<file path="config.mk">
export PLATFORM = sky130hd
export DESIGN_NAME = sde_ps_wr_seq_flat
export DESIGN_NICKNAME = d
export VERILOG_FILES = /design/src/rtl/sde_ps_wr_seq_pkg.sv /design/src/rtl/sde_ps_wr_seq_if.sv /design/src/rtl/sde_aw_fifo.sv /design/src/rtl/sde_ps_wr_seq.sv /design/src/flat_wrapper.sv
export SDC_FILE = /design/constraint.sdc
export NUM_CORES = 1
export LEC_CHECK = 0
export BUFFER_PORTS_ARGS = -buffer_cell sky130_fd_sc_hd__buf_2
export CAP_MARGIN = 40
export CELL_PAD_IN_SITES_DETAIL_PLACEMENT = 0
export CELL_PAD_IN_SITES_GLOBAL_PLACEMENT = 1
export CORE_MARGIN = 1
export CORE_UTILIZATION = 50
export DETAILED_ROUTE_END_ITERATION = 10
export PLACE_DENSITY_LB_ADDON = 0.25
export SKIP_LAST_GASP = 1
export SLEW_MARGIN = 10
export SYNTH_ARGS = -nofsm -noshare
export SYNTH_HDL_FRONTEND = slang
export SYNTH_SLANG_ARGS = --single-unit
</file>
<file path="constraint.sdc">
create_clock -name clk -period 4.6 [get_ports clk]
set_input_delay 0.92 -clock clk [delete_from_list [all_inputs] [get_ports clk]]
set_output_delay 0.92 -clock clk [all_outputs]
set_load 0.005 [all_outputs]
</file>
<file path="src/rtl/sde_ps_wr_seq_pkg.sv">
// Shared constants and types for the PCIS write-burst sequencer.
//   BEAT_BYTES / BEAT_SHIFT : bytes per data beat and its log2
//   LEN_W / RESP_W          : AXI len and resp field widths
//   RESP_OKAY / RESP_SLVERR : B response codes
//   state_e                 : sequencer FSM states
//   sat_inc                 : saturating beat-counter increment
package sde_ps_wr_seq_pkg;

  localparam int unsigned BEAT_BYTES = 64;
  localparam int unsigned BEAT_SHIFT = $clog2(BEAT_BYTES);
  localparam int unsigned LEN_W      = 8;
  localparam int unsigned RESP_W     = 2;

  localparam logic [RESP_W-1:0] RESP_OKAY   = 2'b00;
  localparam logic [RESP_W-1:0] RESP_SLVERR = 2'b10;

  typedef enum logic [1:0] {
    ST_IDLE  = 2'd0,
    ST_DATA  = 2'd1,
    ST_DRAIN = 2'd2,
    ST_RESP  = 2'd3
  } state_e;

  // Beat counter sticks at all-ones so overlong bursts cannot wrap it.
  function automatic logic [LEN_W-1:0] sat_inc(input logic [LEN_W-1:0] v);
    return (v == '1) ? v : v + LEN_W'(1);
  endfunction

endpackage

</file>
<file path="src/rtl/sde_ps_wr_seq_if.sv">
// PCIS write-channel bundle between the host side and the write sequencer.
//   AW : pcis_awid, pcis_awaddr, pcis_awlen, pcis_awvalid, pcis_awready
//   W  : pcis_wvalid, pcis_wready, pcis_wlast (snooped only)
//   B  : pcis_bid, pcis_bresp, pcis_bvalid, pcis_bready
//   accumulator control : pcis_req_wr, pcis_req_addr
// slave modport = sequencer view, master modport = host/accumulator view.
interface sde_ps_wr_seq_if #(
  parameter int unsigned PCIS_ADDR_WIDTH = 64,
  parameter int unsigned PCIS_ID_WIDTH   = 16
) ();
  import sde_ps_wr_seq_pkg::*;

  logic [PCIS_ID_WIDTH-1:0]   pcis_awid;
  logic [PCIS_ADDR_WIDTH-1:0] pcis_awaddr;
  logic [LEN_W-1:0]           pcis_awlen;
  logic                       pcis_awvalid;
  logic                       pcis_awready;

  logic                       pcis_wvalid;
  logic                       pcis_wready;
  logic                       pcis_wlast;

  logic [PCIS_ID_WIDTH-1:0]   pcis_bid;
  logic [RESP_W-1:0]          pcis_bresp;
  logic                       pcis_bvalid;
  logic                       pcis_bready;

  logic                       pcis_req_wr;
  logic [PCIS_ADDR_WIDTH-1:0] pcis_req_addr;

  modport slave (
    input  pcis_awid, pcis_awaddr, pcis_awlen, pcis_awvalid,
    input  pcis_wvalid, pcis_wready, pcis_wlast,
    input  pcis_bready,
    output pcis_awready, pcis_bid, pcis_bresp, pcis_bvalid,
    output pcis_req_wr, pcis_req_addr
  );

  modport master (
    output pcis_awid, pcis_awaddr, pcis_awlen, pcis_awvalid,
    output pcis_wvalid, pcis_wready, pcis_wlast,
    output pcis_bready,
    input  pcis_awready, pcis_bid, pcis_bresp, pcis_bvalid,
    input  pcis_req_wr, pcis_req_addr
  );

endinterface

</file>
<file path="src/rtl/sde_aw_fifo.sv">
// Synchronous FIFO for queued write-address entries.
//   clk, rst_n      : clock, async active-low reset
//   i_push, i_data  : write request / entry (ignored while o_ready is low)
//   i_pop           : read request (ignored while empty)
//   o_data          : head entry
//   o_empty         : registered empty flag
//   o_ready         : registered not-full flag, low during reset
//   o_empty_nxt_c   : combinational empty flag for the next cycle
module sde_aw_fifo #(
  parameter int unsigned WIDTH = 8,
  parameter int unsigned DEPTH = 4
) (
  input  logic             clk,
  input  logic             rst_n,
  input  logic             i_push,
  input  logic [WIDTH-1:0] i_data,
  input  logic             i_pop,
  output logic [WIDTH-1:0] o_data,
  output logic             o_empty,
  output logic             o_ready,
  output logic             o_empty_nxt_c
);

  localparam int unsigned PTR_W = $clog2(DEPTH);
  localparam int unsigned CNT_W = PTR_W + 1;

  logic [WIDTH-1:0] r_mem [DEPTH];
  logic [PTR_W-1:0] r_wr_ptr;
  logic [PTR_W-1:0] r_rd_ptr;
  logic [CNT_W-1:0] r_count;
  logic [CNT_W-1:0] w_count_nxt;
  logic             r_empty;
  logic             r_ready;
  logic             w_push;
  logic             w_pop;

  assign w_push = i_push & r_ready;
  assign w_pop  = i_pop & ~r_empty;

  // Occupancy after this cycle's push/pop.
  always_comb begin
    w_count_nxt = r_count;
    if (w_push && !w_pop) begin
      w_count_nxt = r_count + CNT_W'(1);
    end else if (!w_push && w_pop) begin
      w_count_nxt = r_count - CNT_W'(1);
    end
  end

  // Pointers and flags; ready resets low so nothing is accepted during reset.
  always_ff @(posedge clk or negedge rst_n) begin
    if (!rst_n) begin
      r_wr_ptr <= '0;
      r_rd_ptr <= '0;
      r_count  <= '0;
      r_empty  <= 1'b1;
      r_ready  <= 1'b0;
    end else begin
      if (w_push) r_wr_ptr <= r_wr_ptr + PTR_W'(1);
      if (w_pop)  r_rd_ptr <= r_rd_ptr + PTR_W'(1);
      r_count <= w_count_nxt;
      r_empty <= (w_count_nxt == '0);
      r_ready <= (w_count_nxt != CNT_W'(DEPTH));
    end
  end

  // Storage needs no reset; validity is tracked by the pointers.
  always_ff @(posedge clk) begin
    if (w_push) r_mem[r_wr_ptr] <= i_data;
  end

  assign o_data        = r_mem[r_rd_ptr];
  assign o_empty       = r_empty;
  assign o_ready       = r_ready;
  assign o_empty_nxt_c = (w_count_nxt == '0);

endmodule

</file>
<file path="src/rtl/sde_ps_wr_seq.sv">
// PCIS write-burst sequencer: queues AW requests, steers the data
// accumulator one burst at a time with per-beat addresses, checks burst
// length against wlast and issues one B response per burst.
//   clk, rst_n   : clock, async active-low reset
//   bus          : AW / W-snoop / B / accumulator-control bundle (slave)
//   ooo_error    : accumulator out-of-order error pulse
//   unalin_error : accumulator unaligned error pulse
//   len_error    : one-cycle pulse on a burst length violation
//   busy         : burst in progress or AW queue non-empty
module sde_ps_wr_seq
  import sde_ps_wr_seq_pkg::*;
#(
  parameter int unsigned PCIS_ADDR_WIDTH = 64,
  parameter int unsigned PCIS_ID_WIDTH   = 16,
  parameter int unsigned AW_FIFO_DEPTH   = 4
) (
  input  logic          clk,
  input  logic          rst_n,
  sde_ps_wr_seq_if.slave bus,
  input  logic          ooo_error,
  input  logic          unalin_error,
  output logic          len_error,
  output logic          busy
);

  localparam int unsigned ENTRY_W = PCIS_ID_WIDTH + PCIS_ADDR_WIDTH + LEN_W;

  state_e                      r_state;
  state_e                      w_state_nxt;

  logic [ENTRY_W-1:0]          w_fifo_din;
  logic [ENTRY_W-1:0]          w_fifo_dout;
  logic                        w_fifo_empty;
  logic                        w_fifo_empty_nxt;
  logic                        w_fifo_ready;
  logic                        w_pop;

  logic [PCIS_ID_WIDTH-1:0]    w_head_id;
  logic [PCIS_ADDR_WIDTH-1:0]  w_head_addr;
  logic [LEN_W-1:0]            w_head_len;

  logic [PCIS_ID_WIDTH-1:0]    r_id;
  logic [PCIS_ADDR_WIDTH-1:0]  r_base;
  logic [LEN_W-1:0]            r_len;
  logic [LEN_W-1:0]            r_beat_cnt;
  logic [LEN_W-1:0]            w_cnt_nxt;
  logic                        r_err;

  logic                        r_req_wr;
  logic [PCIS_ADDR_WIDTH-1:0]  r_req_addr;
  logic                        r_bvalid;
  logic [PCIS_ID_WIDTH-1:0]    r_bid;
  logic [RESP_W-1:0]           r_bresp;
  logic                        r_len_error;
  logic                        r_busy;

  logic                        w_beat;
  logic                        w_len_bad;
  logic                        w_acc_err;

  // AW queue; acceptance is independent of the FSM.
  assign w_fifo_din = {bus.pcis_awid, bus.pcis_awaddr, bus.pcis_awlen};
  assign w_pop      = (r_state == ST_IDLE) & ~w_fifo_empty;

  sde_aw_fifo #(
    .WIDTH (ENTRY_W),
    .DEPTH (AW_FIFO_DEPTH)
  ) u_aw_fifo (
    .clk           (clk),
    .rst_n         (rst_n),
    .i_push        (bus.pcis_awvalid),
    .i_data        (w_fifo_din),
    .i_pop         (w_pop),
    .o_data        (w_fifo_dout),
    .o_empty       (w_fifo_empty),
    .o_ready       (w_fifo_ready),
    .o_empty_nxt_c (w_fifo_empty_nxt)
  );

  assign w_head_id   = w_fifo_dout[ENTRY_W-1 -: PCIS_ID_WIDTH];
  assign w_head_addr = w_fifo_dout[LEN_W +: PCIS_ADDR_WIDTH];
  assign w_head_len  = w_fifo_dout[0 +: LEN_W];

  // A beat only counts while the accumulator is being driven.
  assign w_beat    = bus.pcis_wvalid & bus.pcis_wready & r_req_wr;
  assign w_len_bad = w_beat & (bus.pcis_wlast ? (r_beat_cnt != r_len)
                                              : (r_beat_cnt >= r_len));
  assign w_acc_err = ooo_error | unalin_error;
  assign w_cnt_nxt = sat_inc(r_beat_cnt);

  // State register.
  always_ff @(posedge clk or negedge rst_n) begin
    if (!rst_n) r_state <= ST_IDLE;
    else        r_state <= w_state_nxt;
  end

  // Next-state logic; a burst only ends on wlast.
  always_comb begin
    w_state_nxt = r_state;
    case (r_state)
      ST_IDLE:  if (!w_fifo_empty) w_state_nxt = ST_DATA;
      ST_DATA:  if (w_beat && bus.pcis_wlast) w_state_nxt = ST_DRAIN;
      ST_DRAIN: w_state_nxt = ST_RESP;
      ST_RESP:  if (bus.pcis_bready) w_state_nxt = ST_IDLE;
      default:  w_state_nxt = ST_IDLE;
    endcase
  end

  // Burst context, accumulator control and B channel registers.
  always_ff @(posedge clk or negedge rst_n) begin
    if (!rst_n) begin
      r_id        <= '0;
      r_base      <= '0;
      r_len       <= '0;
      r_beat_cnt  <= '0;
      r_err       <= 1'b0;
      r_req_wr    <= 1'b0;
      r_req_addr  <= '0;
      r_bvalid    <= 1'b0;
      r_bid       <= '0;
      r_bresp     <= '0;
      r_len_error <= 1'b0;
      r_busy      <= 1'b0;
    end else begin
      r_len_error <= w_len_bad;
      r_busy      <= (w_state_nxt != ST_IDLE) | ~w_fifo_empty_nxt;
      case (r_state)
        ST_IDLE: begin
          if (w_pop) begin
            r_id       <= w_head_id;
            r_base     <= w_head_addr;
            r_len      <= w_head_len;
            r_req_addr <= w_head_addr;
            r_beat_cnt <= '0;
            r_err      <= 1'b0;
            r_req_wr   <= 1'b1;
          end
        end
        ST_DATA: begin
          if (w_beat) begin
            r_beat_cnt <= w_cnt_nxt;
            r_req_addr <= r_base + (PCIS_ADDR_WIDTH'(w_cnt_nxt) << BEAT_SHIFT);
            if (bus.pcis_wlast) r_req_wr <= 1'b0;
          end
          if (w_len_bad || w_acc_err) r_err <= 1'b1;
        end
        // Late accumulator errors arriving in DRAIN still taint the response.
        ST_DRAIN: begin
          r_bvalid <= 1'b1;
          r_bid    <= r_id;
          r_bresp  <= (r_err || w_acc_err) ? RESP_SLVERR : RESP_OKAY;
        end
        ST_RESP: begin
          if (bus.pcis_bready) r_bvalid <= 1'b0;
        end
        default: ;
      endcase
    end
  end

  assign bus.pcis_awready  = w_fifo_ready;
  assign bus.pcis_req_wr   = r_req_wr;
  assign bus.pcis_req_addr = r_req_addr;
  assign bus.pcis_bvalid   = r_bvalid;
  assign bus.pcis_bid      = r_bid;
  assign bus.pcis_bresp    = r_bresp;
  assign len_error         = r_len_error;
  assign busy              = r_busy;

endmodule

</file>
<file path="src/flat_wrapper.sv">
// flat-port wrapper written by rule: the top's interface ports become plain ports
module sde_ps_wr_seq_flat import sde_ps_wr_seq_pkg::*;
#(
  parameter int unsigned PCIS_ADDR_WIDTH = 64,
  parameter int unsigned PCIS_ID_WIDTH   = 16,
  parameter int unsigned AW_FIFO_DEPTH   = 4
)
  (clk, rst_n, ooo_error, unalin_error, len_error, busy, bus_pcis_awid, bus_pcis_awaddr, bus_pcis_awlen, bus_pcis_awvalid, bus_pcis_wvalid, bus_pcis_wready, bus_pcis_wlast, bus_pcis_bready, bus_pcis_awready, bus_pcis_bid, bus_pcis_bresp, bus_pcis_bvalid, bus_pcis_req_wr, bus_pcis_req_addr);
  sde_ps_wr_seq_if #(.PCIS_ADDR_WIDTH(PCIS_ADDR_WIDTH), .PCIS_ID_WIDTH(PCIS_ID_WIDTH)) bus_i ();
  input  logic clk;
  input  logic rst_n;
  input  logic ooo_error;
  input  logic unalin_error;
  output logic len_error;
  output logic busy;
  input wire logic [$bits(bus_i.pcis_awid)-1:0] bus_pcis_awid;
  input wire logic [$bits(bus_i.pcis_awaddr)-1:0] bus_pcis_awaddr;
  input wire logic [$bits(bus_i.pcis_awlen)-1:0] bus_pcis_awlen;
  input wire logic [$bits(bus_i.pcis_awvalid)-1:0] bus_pcis_awvalid;
  input wire logic [$bits(bus_i.pcis_wvalid)-1:0] bus_pcis_wvalid;
  input wire logic [$bits(bus_i.pcis_wready)-1:0] bus_pcis_wready;
  input wire logic [$bits(bus_i.pcis_wlast)-1:0] bus_pcis_wlast;
  input wire logic [$bits(bus_i.pcis_bready)-1:0] bus_pcis_bready;
  output wire logic [$bits(bus_i.pcis_awready)-1:0] bus_pcis_awready;
  output wire logic [$bits(bus_i.pcis_bid)-1:0] bus_pcis_bid;
  output wire logic [$bits(bus_i.pcis_bresp)-1:0] bus_pcis_bresp;
  output wire logic [$bits(bus_i.pcis_bvalid)-1:0] bus_pcis_bvalid;
  output wire logic [$bits(bus_i.pcis_req_wr)-1:0] bus_pcis_req_wr;
  output wire logic [$bits(bus_i.pcis_req_addr)-1:0] bus_pcis_req_addr;
  assign bus_i.pcis_awid = bus_pcis_awid;
  assign bus_i.pcis_awaddr = bus_pcis_awaddr;
  assign bus_i.pcis_awlen = bus_pcis_awlen;
  assign bus_i.pcis_awvalid = bus_pcis_awvalid;
  assign bus_i.pcis_wvalid = bus_pcis_wvalid;
  assign bus_i.pcis_wready = bus_pcis_wready;
  assign bus_i.pcis_wlast = bus_pcis_wlast;
  assign bus_i.pcis_bready = bus_pcis_bready;
  assign bus_pcis_awready = bus_i.pcis_awready;
  assign bus_pcis_bid = bus_i.pcis_bid;
  assign bus_pcis_bresp = bus_i.pcis_bresp;
  assign bus_pcis_bvalid = bus_i.pcis_bvalid;
  assign bus_pcis_req_wr = bus_i.pcis_req_wr;
  assign bus_pcis_req_addr = bus_i.pcis_req_addr;
  sde_ps_wr_seq #(.PCIS_ADDR_WIDTH(PCIS_ADDR_WIDTH), .PCIS_ID_WIDTH(PCIS_ID_WIDTH), .AW_FIFO_DEPTH(AW_FIFO_DEPTH)) u_core (.clk(clk), .rst_n(rst_n), .bus(bus_i), .ooo_error(ooo_error), .unalin_error(unalin_error), .len_error(len_error), .busy(busy));
endmodule
</file>
==> impl_metrics.env, run 1 <==
export IMPL_cts_sinks=545
export IMPL_clk_insertion_delay_late_ns=0.60
export IMPL_hold_slack_ns=0.2160
export IMPL_leakage_nw=9.939
export IMPL_power_density_nw_per_um2=649.5
export IMPL_dp_hpwl_microns=31100
export IMPL_clk_pin_slew_worst_paths_ns=0.06
export IMPL_rsz0062_at_grt="false"
export IMPL_port_buffers=182
export IMPL_vias=12900
export IMPL_multi_input_area_sq_um=6405
export IMPL_final_cells=2322
export IMPL_syn_inst=1497
export IMPL_grt_pass1_wl_microns=76780
export IMPL_syn_to_final_growth_pct=16.45
export IMPL_start_util=0.5103
export IMPL_syn_nets=1618
export IMPL_drc=0
export IMPL_num_rows=76
export IMPL_period_share=0.8447
export IMPL_synth_edf_count=352
export IMPL_die_area_sq_um=45100
export IMPL_globalplace_congestion=0.8507
export IMPL_worst_setup_path_type="flop to flop"
export IMPL_setup_viol=0
export IMPL_worstMarginPinSlew_ns=0.8658
export IMPL_wl_per_cell_microns=21.07
export IMPL_root_buffer="clkbuf_16"
export IMPL_grt_pass1_vias=13340
export IMPL_ys_warn_count=0
export IMPL_seq_area_sq_um=15410
export IMPL_h_tree_depth=2
export IMPL_dp_cells=2222
export IMPL_numCtsBuffers=54
export IMPL_clock_skew_ns=0.01734
export IMPL_fillers=3411
export IMPL_fp_dieW_microns=212.4
export IMPL_relSlewSlack=0.4180
export IMPL_post_cts_resized=0
export IMPL_postCtsHoldBufs=0
export IMPL_setup_tns_final_ns=0
export IMPL_vdd_ir_drop_max_mv=0.3911
export IMPL_mostFrequentLayoutCell="edfxtp_1"
export IMPL_drt_iter0_markers=853
export IMPL_syn_area_sq_um=22130
export IMPL_ys_types=58
export IMPL_hold_class="input pin to async pin"
export IMPL_cp_required_ns=5.07
export IMPL_cp_end_kind="flop"
export IMPL_drt_first_pass_iters=5
export IMPL_start_kind="flop"
export IMPL_grt_max_degree=82
export IMPL_outcome="complete, no violations"
export IMPL_power_mw=16.74
export IMPL_fin_crit_ns=3.886
export IMPL_hold_viol=0
export IMPL_pin_count=184
export IMPL_coreArea_sq_um=43360
export IMPL_cap_violations=0
export IMPL_synth_flop_cell="edfxtp_1"
export IMPL_grt_usage=0.2272
export IMPL_postCtsSetupBuffers=0
export IMPL_overflow=0
export IMPL_cts_buffer_depth=3
export IMPL_drtAntennaViolNets=0
export IMPL_ys_seq_area_frac=0.6960
export IMPL_cts_tree="built"
export IMPL_synth_avg_cell_area_sq_um=14.78
export IMPL_vias_per_cell=5.556
export IMPL_path_max_fanout=11
export IMPL_routed_wl_microns=48930
export IMPL_fmax_mhz=257.3
export IMPL_cp_arrival_ns=4.36
export IMPL_finalNetCount=1814
export IMPL_drv_slew=0
export IMPL_layout_common_cells="edfxtp_1, nand2_1, dfrtp_1, buf_2, mux4_2"
export IMPL_async_flop_share=0.3541
export IMPL_antenna_cells=0
export IMPL_die_y_microns=212.4
export IMPL_antenna_found_initial=3
export IMPL_ys_seq_elements=545
export IMPL_drive_gt1_frac=0.2470
-- state kept, by name (all words and copies together) (netlist names), 2 cells and up --
register / flops
u_core.u_aw_fifo.r_mem: 352
u_core.bus.pcis_req_addr: 64
u_core.r_base: 64
u_core.bus.pcis_bid: 16
u_core.r_id: 16
u_core.r_beat_cnt: 8
u_core.r_len: 8
u_core.u_aw_fifo.r_count: 3
u_core.r_state: 2
u_core.u_aw_fifo.r_rd_ptr: 2
u_core.u_aw_fifo.r_wr_ptr: 2
-- path summary, 6_finish.rpt --
check / endpoint / slack (ns) / depth (start not counted) / start
max: u_core.bus.pcis_req_addr[48] / 0.71 / 14 / u_core.r_beat_cnt[1]
min: u_core.r_base[3] / 0.22 / 1 / rst_n
max reg2reg: u_core.bus.pcis_req_addr[48] / 0.71 / 14 / u_core.r_beat_cnt[1]
min reg2reg: u_core.r_id[10] / 0.47 / 2 / u_core.r_id[10]
min in group clk: u_core.r_id[10] / 0.47 / 2 / u_core.r_id[10]
max in group asynchronous: u_core.u_aw_fifo.o_empty / 3.41 / 3 / rst_n
-- area by class of cell --
cell class                 instances  area share
timing repair buffer             213     0.05273
tap                              585     0.02840
multi-input combinational        857      0.2486
clock buffer                      76     0.05885
inverter                          22    0.003205
clock inverter                    24     0.01029
sequential                       545      0.5980
-- per-stage QoR --
step | worst slack [ns] | cell area [sq um] | util
detailed placement | 0.8022 | 23990 | 0.5532
CTS | 0.7530 | 25770 | 0.5943
finish | 0.7142 | 25770 | 0.5943
global route | 0.3919 | 25770 | 0.5943
global placement | 0.9368 | 23780 | 0.5483
floorplan | 1.124 | 22130 | -
-- worst max-delay path, cell delays in order, from the launching register on --
cell and delay [ns]:
dfrtp_1 0.42, ha_1 0.26, and2_1 0.24, nand4_1 0.26, xnor2_1 0.27, ha_1 0.24, inv_1 0.06, fa_1 0.37
nand2b_1 0.19, a21oi_1 0.31, o41ai_4 0.22, buf_4 0.25, nor4_2 0.35, mux2i_1 0.24, nand2_1 0.07
-- Yosys cell counts, types with 22 or more instances --
cell type | number | area, sq um
dfrtp_1 | 192 | 4805
ha_1 | 23 | 287.8
nor2_1 | 40 | 150.1
o21ai_0 | 34 | 170.2
xnor2_1 | 54 | 473.0
o211ai_1 | 39 | 292.8
mux4_2 | 87 | 1959
inv_1 | 22 | 82.58
a21oi_1 | 24 | 120.1
nand2_1 | 338 | 1269
nand3_1 | 27 | 135.1
edfxtp_1 | 352 | 10570
clkbuf_1 | 51 | 191.4
-- report_power, final --
part | switching, mW | internal [mW] | total [mW]
registers | 0.928 | 6.66 | 7.59
logic | 2.55 | 2.16 | 4.72
clock network | 1.80 | 2.62 | 4.43
total | 5.29 | 11.5 | 16.7
-- routing by layer --
layer,up-vias,track usage,part of all wire
li1,5943,-,-
met1,6610,0.3090,0.44
met2,280,0.3799,0.50
met3,65,0.04284,0.047
met4,2,0.05408,0.019
met5,-,0,0.00027
-- cells by family after synthesis --
group	synth area share
flops	0.6960
compound gates	0.04586
xor+xnor	0.02335
mux	0.09963
other cells	0.0001695
fa+ha+maj	0.01391
buf+inv	0.01713
simple gates	0.1040
No activity file was read; power rests on OpenSTA's default activity.
==> run 2: changes to the inputs <==
- clock period: 4.6 -> 4 ns (I/O delays scaled with it)
==> run 2 against run 1 <==
Die area stayed put. Core utilization shrank 0.066 points. Register-to-register slack worse by 0.33 ns. Clock power increased by 18%. Clock-buffer cell count is 6 lower. Sequential power up 15%. Flip-flop and latch count did not move. Critical path depth unchanged. Largest power group unchanged.
==> impl_metrics.env, run 2 (synthesis gave the netlist of run 1 again) <==
export IMPL_outcome="complete, no violations"
export IMPL_drt_iter0_markers=885
export IMPL_drive_gt1_frac=0.2509
export IMPL_worst_setup_path_type="flop to flop"
export IMPL_drt_first_pass_iters=6
export IMPL_die_y_microns=212.4
export IMPL_coreArea_sq_um=43360
export IMPL_busiest_layer="met2"
export IMPL_use_met1=0.3004
export IMPL_pin_count=184
export IMPL_use_met3=0.03900
export IMPL_layout_common_cells="edfxtp_1, nand2_1, dfrtp_1, buf_2, mux4_2"
export IMPL_setup_tns_final_ns=0
export IMPL_cts_sinks=545
export IMPL_clock_skew_ns=0.01351
export IMPL_leakage_nw=9.939
export IMPL_antenna_found_initial=3
export IMPL_drtAntennaViolNets=0
export IMPL_fin_crit_ns=3.617
export IMPL_cp_arrival_ns=4.07
export IMPL_hold_viol=0
export IMPL_cp_end_kind="flop"
export IMPL_globalplace_congestion=0.8320
export IMPL_syn_to_final_growth_pct=16.32
export IMPL_numCtsBuffers=56
export IMPL_top_register="u_core.u_aw_fifo.r_mem"
export IMPL_port_buffers=182
export IMPL_root_buffer="clkbuf_16"
export IMPL_path_max_fanout=25
export IMPL_finalNetCount=1816
export IMPL_routed_wl_microns=49170
export IMPL_reg2regPathDepth=14
export IMPL_num_rows=76
export IMPL_worstMarginPinSlew_ns=0.7875
export IMPL_clk_pin_slew_worst_paths_ns=0.06
export IMPL_post_cts_resized=0
export IMPL_drv_slew=0
export IMPL_postCtsHoldBufs=0
export IMPL_cts_buffer_depth=3
export IMPL_cap_violations=0
export IMPL_postCtsSetupBuffers=0
export IMPL_setup_viol=0
export IMPL_power_density_nw_per_um2=751.2
export IMPL_die_area_sq_um=45100
export IMPL_h_tree_depth=2
export IMPL_wl_per_cell_microns=21.12
export IMPL_mostFrequentLayoutCell="edfxtp_1"
export IMPL_relSlewSlack=0.4750
export IMPL_period_share=0.9043
export IMPL_vias_per_cell=5.565
export IMPL_fmax_mhz=276.5
export IMPL_fp_dieW_microns=212.4
export IMPL_regToRegSetupSlack_ns=0.38
export IMPL_dp_slack_ns=0.4376
export IMPL_start_util=0.5103
export IMPL_seq_area_sq_um=15410
export IMPL_start_kind="flop"
export IMPL_multi_input_area_sq_um=6405
export IMPL_grt_pass1_vias=13300
export IMPL_grt_usage=0.2265
export IMPL_cp_required_ns=4.46
export IMPL_cts_tree="built"
export IMPL_grt_pass1_wl_microns=76570
export IMPL_drc=0
export IMPL_overflow=0
export IMPL_hold_class="input pin to async pin"
export IMPL_largest_reg_flops=352
export IMPL_use_met2=0.3844
export IMPL_vdd_ir_drop_max_mv=0.4274
export IMPL_fin_ws_ns=0.3829
export IMPL_clk_insertion_delay_late_ns=0.61
export IMPL_fillers=3448
export IMPL_dp_hpwl_microns=30160
export IMPL_vias=12960
export IMPL_rsz0062_at_grt="false"
export IMPL_grt_max_degree=91
[run 2: final timing paths]
path                                       from                       endpoint
max in group asynchronous                 rst_n   u_core.bus.pcis_req_addr[29]
hold reg to reg                 u_core.r_id[12]                u_core.r_id[12]
setup reg to reg           u_core.r_beat_cnt[1]   u_core.bus.pcis_req_addr[30]
hold / removal                            rst_n               u_core.r_base[3]
min in group clk            bus_pcis_awaddr[31]  u_core.u_aw_fifo.r_mem[1][39]
setup / recovery           u_core.r_beat_cnt[1]   u_core.bus.pcis_req_addr[30]
[run 2: cell type report]
class / instances / share of cell area
Antenna cell: 1 / 0.00009722
Clock buffer: 70 / 0.05687
Clock inverter: 35 / 0.01497
Inverter: 22 / 0.003208
Multi-Input combinational cell: 857 / 0.2488
Sequential cell: 545 / 0.5986
Tap cell: 585 / 0.02844
Timing Repair Buffer: 213 / 0.04895
[run 2: critical path: stages (launching register included)]
cell and delay [ns]:
dfrtp_1 0.41, ha_1 0.23, and2_1 0.22, nand4_1 0.23
xnor2_1 0.22, ha_1 0.22, inv_1 0.07, fa_1 0.39
nand2b_1 0.19, a21oi_1 0.31, o41ai_4 0.13, buf_12 0.19
nor4_1 0.33, xnor2_1 0.18, o211ai_1 0.11
[run 2: metal layers]
| layer | part of all wire | vias to the layer above | wire length (microns) |
|---|---|---|---|
| li1 | - | 5960 | - |
| met1 | 0.43 | 6622 | 20910 |
| met5 | 0.00055 | - | 27 |
| met2 | 0.51 | 295 | 24930 |
| met3 | 0.048 | 74 | 2346 |
| met4 | 0.019 | 4 | 955 |
[run 2: where the power goes]
part / internal, mW / switching, mW / leakage [nW]
clock: 3.06 / 2.17 / 0.903
sequential: 7.66 / 1.10 / 5.61
combinational: 2.43 / 2.91 / 3.42
total: 13.2 / 6.18 / 9.94
[run 2: through the flow]
stage | total power [mW] | instances | hold WS (ns) | util | area, sq um
finish | 19.34 | 2328 | 0.2337 | 0.5936 | 25740
detailed placement | 14.33 | 2222 | 0.4571 | 0.5509 | 23890
CTS | 19.62 | 2327 | 0.2852 | 0.5935 | 25740
global route | 20.48 | 2328 | 0.2995 | 0.5936 | 25740
global placement | 14.17 | 2221 | 0.4521 | 0.5506 | 23870
floorplan | 12.24 | 1497 | 0.4401 | - | 22130
